**src/rtl/i2c_codec_pkg.sv**
```systemverilog
// Shared definitions for the WM8731-style I2C codec control-port responder.
// Holds the FSM state encoding, the target address default and the
// power-on values loaded into the register file at reset and by a write
// to the reset register.
package i2c_codec_pkg;

  typedef enum logic [2:0] {
    ST_IDLE   = 3'd0,
    ST_ADDR   = 3'd1,
    ST_ACK_A  = 3'd2,
    ST_BYTE_H = 3'd3,
    ST_ACK_H  = 3'd4,
    ST_BYTE_L = 3'd5,
    ST_ACK_L  = 3'd6,
    ST_IGNORE = 3'd7
  } state_e;

  localparam logic [6:0] DEV_ADDR_DEFAULT = 7'h1A;

  // WM8731 power-on register values (R0..R9); R10..R15 are unused or
  // write-only and read back as zero.
  localparam logic [8:0] DEFAULTS [0:15] = '{
    9'h097, 9'h097, 9'h079, 9'h079, 9'h00A, 9'h008, 9'h09F, 9'h00A,
    9'h000, 9'h000, 9'h000, 9'h000, 9'h000, 9'h000, 9'h000, 9'h000
  };

endpackage

```
**src/rtl/i2c_bus_sync.sv**
```systemverilog
// Brings the asynchronous I2C pins into the clk domain and detects bus events.
// Ports:
//   clk, reset          system clock, asynchronous active-low reset
//   scl_in, sda_in      raw SCL / SDA pin levels
//   scl_rise, scl_fall  one-cycle SCL edge pulses
//   start_det, stop_det one-cycle START / STOP condition pulses
//   sda_s               synchronised SDA, aligned with the edge pulses
module i2c_bus_sync (
  input  logic clk,
  input  logic reset,
  input  logic scl_in,
  input  logic sda_in,
  output logic scl_rise,
  output logic scl_fall,
  output logic start_det,
  output logic stop_det,
  output logic sda_s
);

  // Bits [1:0] form the two-flop synchroniser, bit [2] holds the previous
  // synchronised level for edge detection.
  logic [2:0] scl_q, scl_d;
  logic [2:0] sda_q, sda_d;

  // Next value of the synchroniser / history chains.
  always_comb begin
    scl_d = {scl_q[1:0], scl_in};
    sda_d = {sda_q[1:0], sda_in};
  end

  // Chain registers; reset to the idle-bus level so no spurious edge appears.
  always_ff @(posedge clk or negedge reset) begin
    if (!reset) begin
      scl_q <= 3'b111;
      sda_q <= 3'b111;
    end else begin
      scl_q <= scl_d;
      sda_q <= sda_d;
    end
  end

  assign scl_rise  = scl_q[1] & ~scl_q[2];
  assign scl_fall  = ~scl_q[1] & scl_q[2];
  assign start_det = scl_q[1] & scl_q[2] & ~sda_q[1] & sda_q[2];
  assign stop_det  = scl_q[1] & scl_q[2] & sda_q[1] & ~sda_q[2];
  assign sda_s     = sda_q[1];

endmodule

```
**src/rtl/i2c_codec_responder.sv**
```systemverilog
// I2C target emulating the WM8731 control port. Accepts 3-byte write frames
// {addr+W, reg_addr[6:0]+data[8], data[7:0]} and mirrors them into a local
// register file.
// Ports:
//   clk, reset      50 MHz system clock, asynchronous active-low reset
//   i2c_sclk        bus SCL (asynchronous)
//   i2c_sdat_in     bus SDA from the pad
//   i2c_sdat_oe     1 = pull SDA low
//   reg_wr          one-cycle commit strobe
//   reg_addr/data   address/data of the last committed frame
//   rd_addr/rd_data combinational register file read port
//   err_nack        sticky NACK flag, cleared by a matching address byte
module i2c_codec_responder
  import i2c_codec_pkg::*;
#(
  parameter logic [6:0] DEV_ADDR  = DEV_ADDR_DEFAULT,
  parameter int         NUM_REGS  = 16,
  parameter logic [6:0] RESET_REG = 7'h0F
) (
  input  logic       clk,
  input  logic       reset,
  input  logic       i2c_sclk,
  input  logic       i2c_sdat_in,
  output logic       i2c_sdat_oe,
  output logic       reg_wr,
  output logic [6:0] reg_addr,
  output logic [8:0] reg_data,
  input  logic [3:0] rd_addr,
  output logic [8:0] rd_data,
  output logic       err_nack
);

  logic scl_rise, scl_fall, start_det, stop_det, sda_s;

  state_e     state_q, state_d;
  logic [2:0] bit_cnt_q, bit_cnt_d;
  logic [7:0] shift_q, shift_d;
  logic [7:0] hi_q, hi_d;
  logic       oe_q, oe_d;
  logic       err_q, err_d;
  logic       reg_wr_q, reg_wr_d;
  logic [6:0] reg_addr_q, reg_addr_d;
  logic [8:0] reg_data_q, reg_data_d;
  logic [8:0] regs_q [NUM_REGS];
  logic [8:0] regs_d [NUM_REGS];

  i2c_bus_sync u_sync (
    .clk       (clk),
    .reset     (reset),
    .scl_in    (i2c_sclk),
    .sda_in    (i2c_sdat_in),
    .scl_rise  (scl_rise),
    .scl_fall  (scl_fall),
    .start_det (start_det),
    .stop_det  (stop_det),
    .sda_s     (sda_s)
  );

  // Protocol FSM, shifter, bit counter and commit strobe.
  always_comb begin
    state_d    = state_q;
    bit_cnt_d  = bit_cnt_q;
    shift_d    = shift_q;
    hi_d       = hi_q;
    oe_d       = oe_q;
    err_d      = err_q;
    reg_wr_d   = 1'b0;
    reg_addr_d = reg_addr_q;
    reg_data_d = reg_data_q;
    if (start_det) begin
      state_d   = ST_ADDR;
      bit_cnt_d = 3'd0;
      oe_d      = 1'b0;
    end else if (stop_det) begin
      state_d   = ST_IDLE;
      bit_cnt_d = 3'd0;
      oe_d      = 1'b0;
    end else begin
      case (state_q)
        // IGNORE keeps counting bits so a whole unacknowledged byte can be flagged.
        ST_ADDR, ST_BYTE_H, ST_BYTE_L, ST_IGNORE: begin
          if (scl_rise) begin
            shift_d   = {shift_q[6:0], sda_s};
            bit_cnt_d = bit_cnt_q + 3'd1;
            if (bit_cnt_q == 3'd7) begin
              case (state_q)
                ST_ADDR: begin
                  if ((shift_d[7:1] == DEV_ADDR) && !shift_d[0]) begin
                    state_d = ST_ACK_A;
                    err_d   = 1'b0;
                  end else begin
                    state_d = ST_IGNORE;
                    err_d   = 1'b1;
                  end
                end
                ST_BYTE_H: begin
                  hi_d    = shift_d;
                  state_d = ST_ACK_H;
                end
                ST_BYTE_L: state_d = ST_ACK_L;
                default:   err_d   = 1'b1;
              endcase
            end else begin
              state_d = state_q;
            end
          end else begin
            shift_d = shift_q;
          end
        end
        // First SCL fall after bit 8 starts driving ACK, the next one ends it.
        ST_ACK_A, ST_ACK_H, ST_ACK_L: begin
          if (scl_fall) begin
            if (!oe_q) begin
              oe_d = 1'b1;
            end else begin
              oe_d      = 1'b0;
              bit_cnt_d = 3'd0;
              case (state_q)
                ST_ACK_A: state_d = ST_BYTE_H;
                ST_ACK_H: state_d = ST_BYTE_L;
                default: begin
                  state_d    = ST_IGNORE;
                  reg_wr_d   = 1'b1;
                  reg_addr_d = hi_q[7:1];
                  reg_data_d = {hi_q[0], shift_q};
                end
              endcase
            end
          end else begin
            oe_d = oe_q;
          end
        end
        default: state_d = state_q;
      endcase
    end
  end

  // Register file update, driven from the registered commit one cycle later.
  always_comb begin
    regs_d = regs_q;
    if (reg_wr_q) begin
      if (reg_addr_q == RESET_REG) begin
        for (int i = 0; i < NUM_REGS; i++) begin
          regs_d[i] = DEFAULTS[i];
        end
      end else begin
        for (int i = 0; i < NUM_REGS; i++) begin
          if (int'(reg_addr_q) == i) begin
            regs_d[i] = reg_data_q;
          end else begin
            regs_d[i] = regs_q[i];
          end
        end
      end
    end else begin
      regs_d = regs_q;
    end
  end

  // State and output registers.
  always_ff @(posedge clk or negedge reset) begin
    if (!reset) begin
      state_q    <= ST_IDLE;
      bit_cnt_q  <= 3'd0;
      shift_q    <= 8'h00;
      hi_q       <= 8'h00;
      oe_q       <= 1'b0;
      err_q      <= 1'b0;
      reg_wr_q   <= 1'b0;
      reg_addr_q <= 7'h00;
      reg_data_q <= 9'h000;
      for (int i = 0; i < NUM_REGS; i++) begin
        regs_q[i] <= DEFAULTS[i];
      end
    end else begin
      state_q    <= state_d;
      bit_cnt_q  <= bit_cnt_d;
      shift_q    <= shift_d;
      hi_q       <= hi_d;
      oe_q       <= oe_d;
      err_q      <= err_d;
      reg_wr_q   <= reg_wr_d;
      reg_addr_q <= reg_addr_d;
      reg_data_q <= reg_data_d;
      regs_q     <= regs_d;
    end
  end

  assign i2c_sdat_oe = oe_q;
  assign reg_wr      = reg_wr_q;
  assign reg_addr    = reg_addr_q;
  assign reg_data    = reg_data_q;
  assign err_nack    = err_q;
  assign rd_data     = regs_q[rd_addr];

endmodule

```
**config.mk**
```make
export PLATFORM = sky130hd
export DESIGN_NAME = i2c_codec_responder
export DESIGN_NICKNAME = d
export VERILOG_FILES = /design/src/rtl/i2c_codec_pkg.sv /design/src/rtl/i2c_bus_sync.sv /design/src/rtl/i2c_codec_responder.sv
export SDC_FILE = /design/constraint.sdc
export NUM_CORES = 1
export LEC_CHECK = 0
export BUFFER_PORTS_ARGS = -buffer_cell sky130_fd_sc_hd__clkbuf_2
export CAP_MARGIN = 25
export CORE_UTILIZATION = 61
export DETAILED_ROUTE_END_ITERATION = 12
export GPL_ROUTABILITY_DRIVEN = 0
export HOLD_SLACK_MARGIN = 0.12
export PLACE_DENSITY = 0.79
export SLEW_MARGIN = 25
export SYNTH_ARGS = -nofsm -noshare
export SYNTH_HDL_FRONTEND = slang
export SYNTH_SLANG_ARGS = --single-unit
```
**constraint.sdc**
```tcl
create_clock -name clk -period 3.3 [get_ports clk]
set_input_delay 0.66 -clock clk [delete_from_list [all_inputs] [get_ports clk]]
set_output_delay 0.66 -clock clk [all_outputs]
set_load 0.01 [all_outputs]
```
== After elaboration in Yosys (flattened, before gate mapping) ==
Index checks and enable logic that the tools add are counted.

* Equal/unequal tests: 30
* Muxes and demuxes: 49
* Add/subtract/negate cells: 1
* Bitwise operators: 16
* Reduce and logical (&&, ||, !) cells: 49
* Order comparisons: 1

{| class="wikitable"
|+ Operators with widths
! operator !! count
|-
| 9-bit 2-to-1 mux || 18
|-
| 144-bit 2-to-1 mux || 1
|-
| 7-bit by 5-bit == test with 1-bit output, second input constant || 9
|-
| 9-bit binary-select mux with 4-bit select || 1
|-
| 3-bit 2-to-1 mux || 12
|-
| 7-bit by 4-bit == test with 1-bit output, second input constant || 5
|-
| 2-bit AND reduction || 17
|-
| 2-bit nonzero test || 16
|-
| 6-bit AND reduction || 4
|-
| 3-bit case mux with 2 select lines || 3
|-
| 4-bit inequality test, second input constant || 4
|-
| 3-bit == test, second input constant || 5
|-
| 7-bit by 3-bit == test with 1-bit output, second input constant || 2
|-
| 1-bit 2-to-1 mux || 12
|-
| 3-bit case mux with 3 select lines || 1
|-
| 1-bit NOT || 8
|-
| 4-bit AND reduction || 2
|-
| 1-bit bitwise AND || 7
|-
| 7-bit by 2-bit == test with 1-bit output, second input constant || 1
|-
| 7-bit logical NOT || 1
|-
| 3-bit by 2-bit == test with 1-bit output, second input constant || 2
|-
| 6-bit inequality test, second input constant || 1
|-
| 3-bit nonzero test || 2
|-
| 5-bit >= comparator, second input constant || 1
|-
| other kinds (10) || 11
|}

* Logic and storage cells: 173
* Input port bits: 8
* Flip-flop bits (word level): 191
* Output and inout bits: 28

== Longest topological paths before layout ==
* Word-level depth: 9
* Mapped depth: 7
* Gate-level depth less buffers: 5

== Cells and area by module ==
From an unflattened synthesis, not the netlist that was laid out.

* Cells, all modules: 750
* Area total of the unflattened synthesis: 8779.7 sq um

{| class="wikitable"
|+ Modules (own cells, without submodules)
! module !! times used !! cells each !! area an instance (sq um)
|-
| i2c_codec_responder || 1 || 740 || 8589.5
|-
| i2c_bus_sync || 1 || 10 || 190.2
|}

== Worst setup path before layout ==
No wires, ideal clock.

* Path type: input to output
* From: in rd_addr[1]
* To: out rd_data[0]
* Buffers on the path: 2
* Data required time: 2.640 ns
* Arrival: 2.136 ns
* Slack: 0.504 ns
* Stages on the path: 4
* Cells stage by stage: clkbuf_1 buf_1 mux4_2 mux4_2

* Longest elaborated chain between the ends: 4

{| class="wikitable"
|+ RTL lines
! item !! line !! source
|-
| from (decl) || i2c_codec_responder.sv:28 || <nowiki>input logic [3:0] rd_addr,</nowiki>
|-
| 4-bit NOT with 5-bit output (implied by the code) || i2c_codec_responder.sv:194 || <nowiki>assign rd_data = regs_q[rd_addr];</nowiki>
|-
| 9-bit binary-select mux with 4-bit select || i2c_codec_responder.sv:194 ||
|-
| 9-bit 2-to-1 mux (implied by the code) (2 in series) || i2c_codec_responder.sv:194 ||
|-
| to (decl) || i2c_codec_responder.sv:29 || <nowiki>output logic [8:0] rd_data,</nowiki>
|}

Every way passes these cells. The select of a mux whose other input is x is not followed.

== Worst setup path after layout ==
* From: in rd_addr[0]
* To: out rd_data[0]

The elaborated chain is that of the path after synthesis.

==> summary.txt <==
cts repair resizes: 0
outcome: completed
Die Height: 121 um
Yosys top cell by area: dfrtp_1
area occupied by multi-input gates: 3530 sq um
slew at the pin with the worst max-slew slack: 1.01 ns
M2 GR Usage: 49.4%
ratio of cells with drive above 1 in the final layout: 32.0%
WL/cell: 22.7 um
Ys Warns: 0
main flop type after synthesis: dfrtp_1
remaining antenna violation count: 0
Vias: 5809
Seq/Total Area, Yosys: 56.0%
grt met1 use: 40.9%
Startpoint Class: primary input
async set-reset flop share out of synthesis: 100%
hold slack: 0.261 ns
Top-Level Pins: 36
RSZ-0062 raised after global routing: false
Post-synth EDFFs: 0
Total GRT Usage: 30.8%
cell with the most instances after synthesis: dfrtp_1
DIE WIDTH: 121 um
Post-Syn Area: 8620 sq um
Final #Nets: 725
Worst slew margin: 32.4%
GR met3 Demand/Resource: 6.06%
largest net degree at the start of global routing: 84
vias in the first global route: 5899
final std cells w/o fill: 908
Worst path slowest cell: mux4_2
Worst Hold Class: primary input to asynchronous set/reset pin
Worst setup EP type: output port
endpoints failing setup: 0
TritonCTS Sinks: 191
Die ar.: 14600 sq um
H-tree levels: 4
Leakage: 4.23 nW
crit path max fanout: 36
initial antenna violation count: 0
placed insts: 876
Synth top area share: 44.7%
Initial Util: 62.3%
Antenna diodes: 0
core box area: 13800 sq um
DR vias/cell: 6.40
TNS Setup: 0 ns
syn_area_per_cell: 12.4 sq um
Hold Fails Final Rpt: 0
Achievable Freq: 336 MHz
Most Used Layer, Global Route: met2
fill cell count: 896
ranking of synthesized cells by area: dfrtp_1, mux4_2, dfstp_2, mux2_2, nand2_1
wire length of the first global-routing pass: 32800 um
total gr overflow: 0
Clock Latency Late Sink: 0.44 ns
Tot Pwr: 4.86 mW
input/output buffers: 35
CTS tree: done
area delta synth->final: 10.3%
Reg clk slew, reported paths: 0.06 ns
post-synthesis register bit count: 191
Starting DRT DRC Count: 661
synth unique cells: 54
crit-path max cell delay: 0.58 ns
Crit path arrival time: 2.32 ns
Clock Skew: 0.00814 ns
Placement Rows: 43
DR pass1 iterations: 6
Synth top cells by count: dfrtp_1, nand2_1, o21ai_0
Mapped Nets: 703
period utilization: 90.2%
Final HPWL DP: 12900 um
crit path kind: primary input to output port
Power Dens Cells: 511 nW/um^2
max-cap violation count: 0
drt total wl: 20600 um
Tmin final: 2.98 ns
Crit path required time: 2.64 ns
crit path cell chain: clkbuf_2 -> buf_12 -> mux4_2 -> mux4_2 -> clkbuf_2
CTS buffer count: 17
Longest Clk Path Bufs: 2
Post-CTS Repair Setup Buffers: 0
Pins Over Slew Limit: 0
Sequential Area: 4830 sq um
hold_buf cts: 0
Syn Inst Count: 693
clk root buf: clkbuf_16
drt drc: 0
IR drop worst, VDD: 0.390 mV
[cells in the final DEF, fill, tap and decap left out, types with 2 or more instances in the layout]
master	netlist	final
dfrtp_1	154	154
nand2_1	141	141
o21ai_0	94	94
mux2_2	49	49
mux4_2	45	45
dfstp_2	37	37
clkbuf_2	1	34
nor2_1	17	17
clkbuf_16	0	17
and2_1	10	10
buf_4	4	10
nor2b_1	9	9
a21oi_1	9	9
o21ai_1	7	7
xnor2_1	6	6
mux2_4	6	6
nand4_2	5	5
nand3_1	5	5
nand3b_1	5	5
and3_1	4	4
nor3_1	4	4
o211ai_2	4	4
clkinv_2	0	4
xor2_1	3	3
and4_1	3	3
bufinv_16	0	3
clkinv_4	0	3
buf_12	0	3
and3b_1	2	2
and2_4	2	2
inv_1	2	2
ha_1	2	2
inv_6	0	2
[state kept, by name, indices dropped and copies added (netlist names)]
| name | count |
|---|---|
| reg_addr | 7 |
| regs_q | 144 |
| state_q | 3 |
| err_nack | 1 |
| reg_wr | 1 |
| shift_q | 8 |
| bit_cnt_q | 3 |
| hi_q | 8 |
| u_sync.sda_q | 3 |
| i2c_sdat_oe | 1 |
| u_sync.scl_q | 3 |
| reg_data | 9 |
[layer usage]
metal | vias up | share of wire (%) | wire [um]
met3 | 58 | 5.8 | 1190
met4 | 0 | 3.7 | 765
met5 | - | 0 | 0
met1 | 3013 | 41 | 8360
li1 | 2518 | - | -
met2 | 220 | 50 | 10300
[area by class of cell]
type | count | share of cell area (%)
Inverter | 2 | 0.0790
Clock buffer | 19 | 4.66
Timing Repair Buffer | 48 | 3.33
Clock inverter | 13 | 1.70
Multi-Input combinational cell | 455 | 37.1
Tap cell | 180 | 2.37
Sequential cell | 191 | 50.8
[path summary, 6_finish.rpt]
kind,startpoint,depth (start not counted),end,slack (ns)
max,rd_addr[0],5,rd_data[0],0.32
min in group clk,i2c_sdat_in,1,u_sync.sda_q[0]$_DFF_PN1_,0.30
min,reset,1,regs_q[118]$_DFFE_PN0P_,0.26
max reg2reg,reg_addr[2]$_DFFE_PN0P_,4,regs_q[71]$_DFFE_PN0P_,0.99
max in group asynchronous,reset,2,regs_q[122]$_DFFE_PN1P_,2.19
min reg2reg,u_sync.scl_q[0]$_DFF_PN1_,0,u_sync.scl_q[1]$_DFF_PN1_,0.36
[worst max-delay path: cells and delay by family]
kind / cells / cell delay, ns
buffers and inverters: 3 / 0.55
muxes: 2 / 1.09
[where the power goes]
group / total, mW / switching [mW] / internal (mW)
logic: 0.241 / 0.148 / 0.0929
clock network: 2.11 / 0.899 / 1.21
registers: 2.50 / 0.0890 / 2.41
[metrics by stage]
step | utilization, % | instance area (sq um) | setup slack [ns]
floorplan | - | 8620 | 0.504
global placement | 64.4 | 8900 | 0.376
detailed placement | 64.4 | 8900 | 0.331
CTS | 68.7 | 9510 | 0.315
global route | 68.7 | 9510 | 0.273
finish | 68.7 | 9510 | 0.322
[kinds of logic after synthesis]
kind of cell               share of synthesized area (%)
and+or+nand+nor                                     12.5
DFF                                                 56.0
AOI/OAI and AO/OA                                   8.03
muxes                                               19.2
buffers and inverters                               3.09
xor gates and xnor gates                           0.915
adders and majority gates                          0.290
Power figures use the tool's default switching activity.
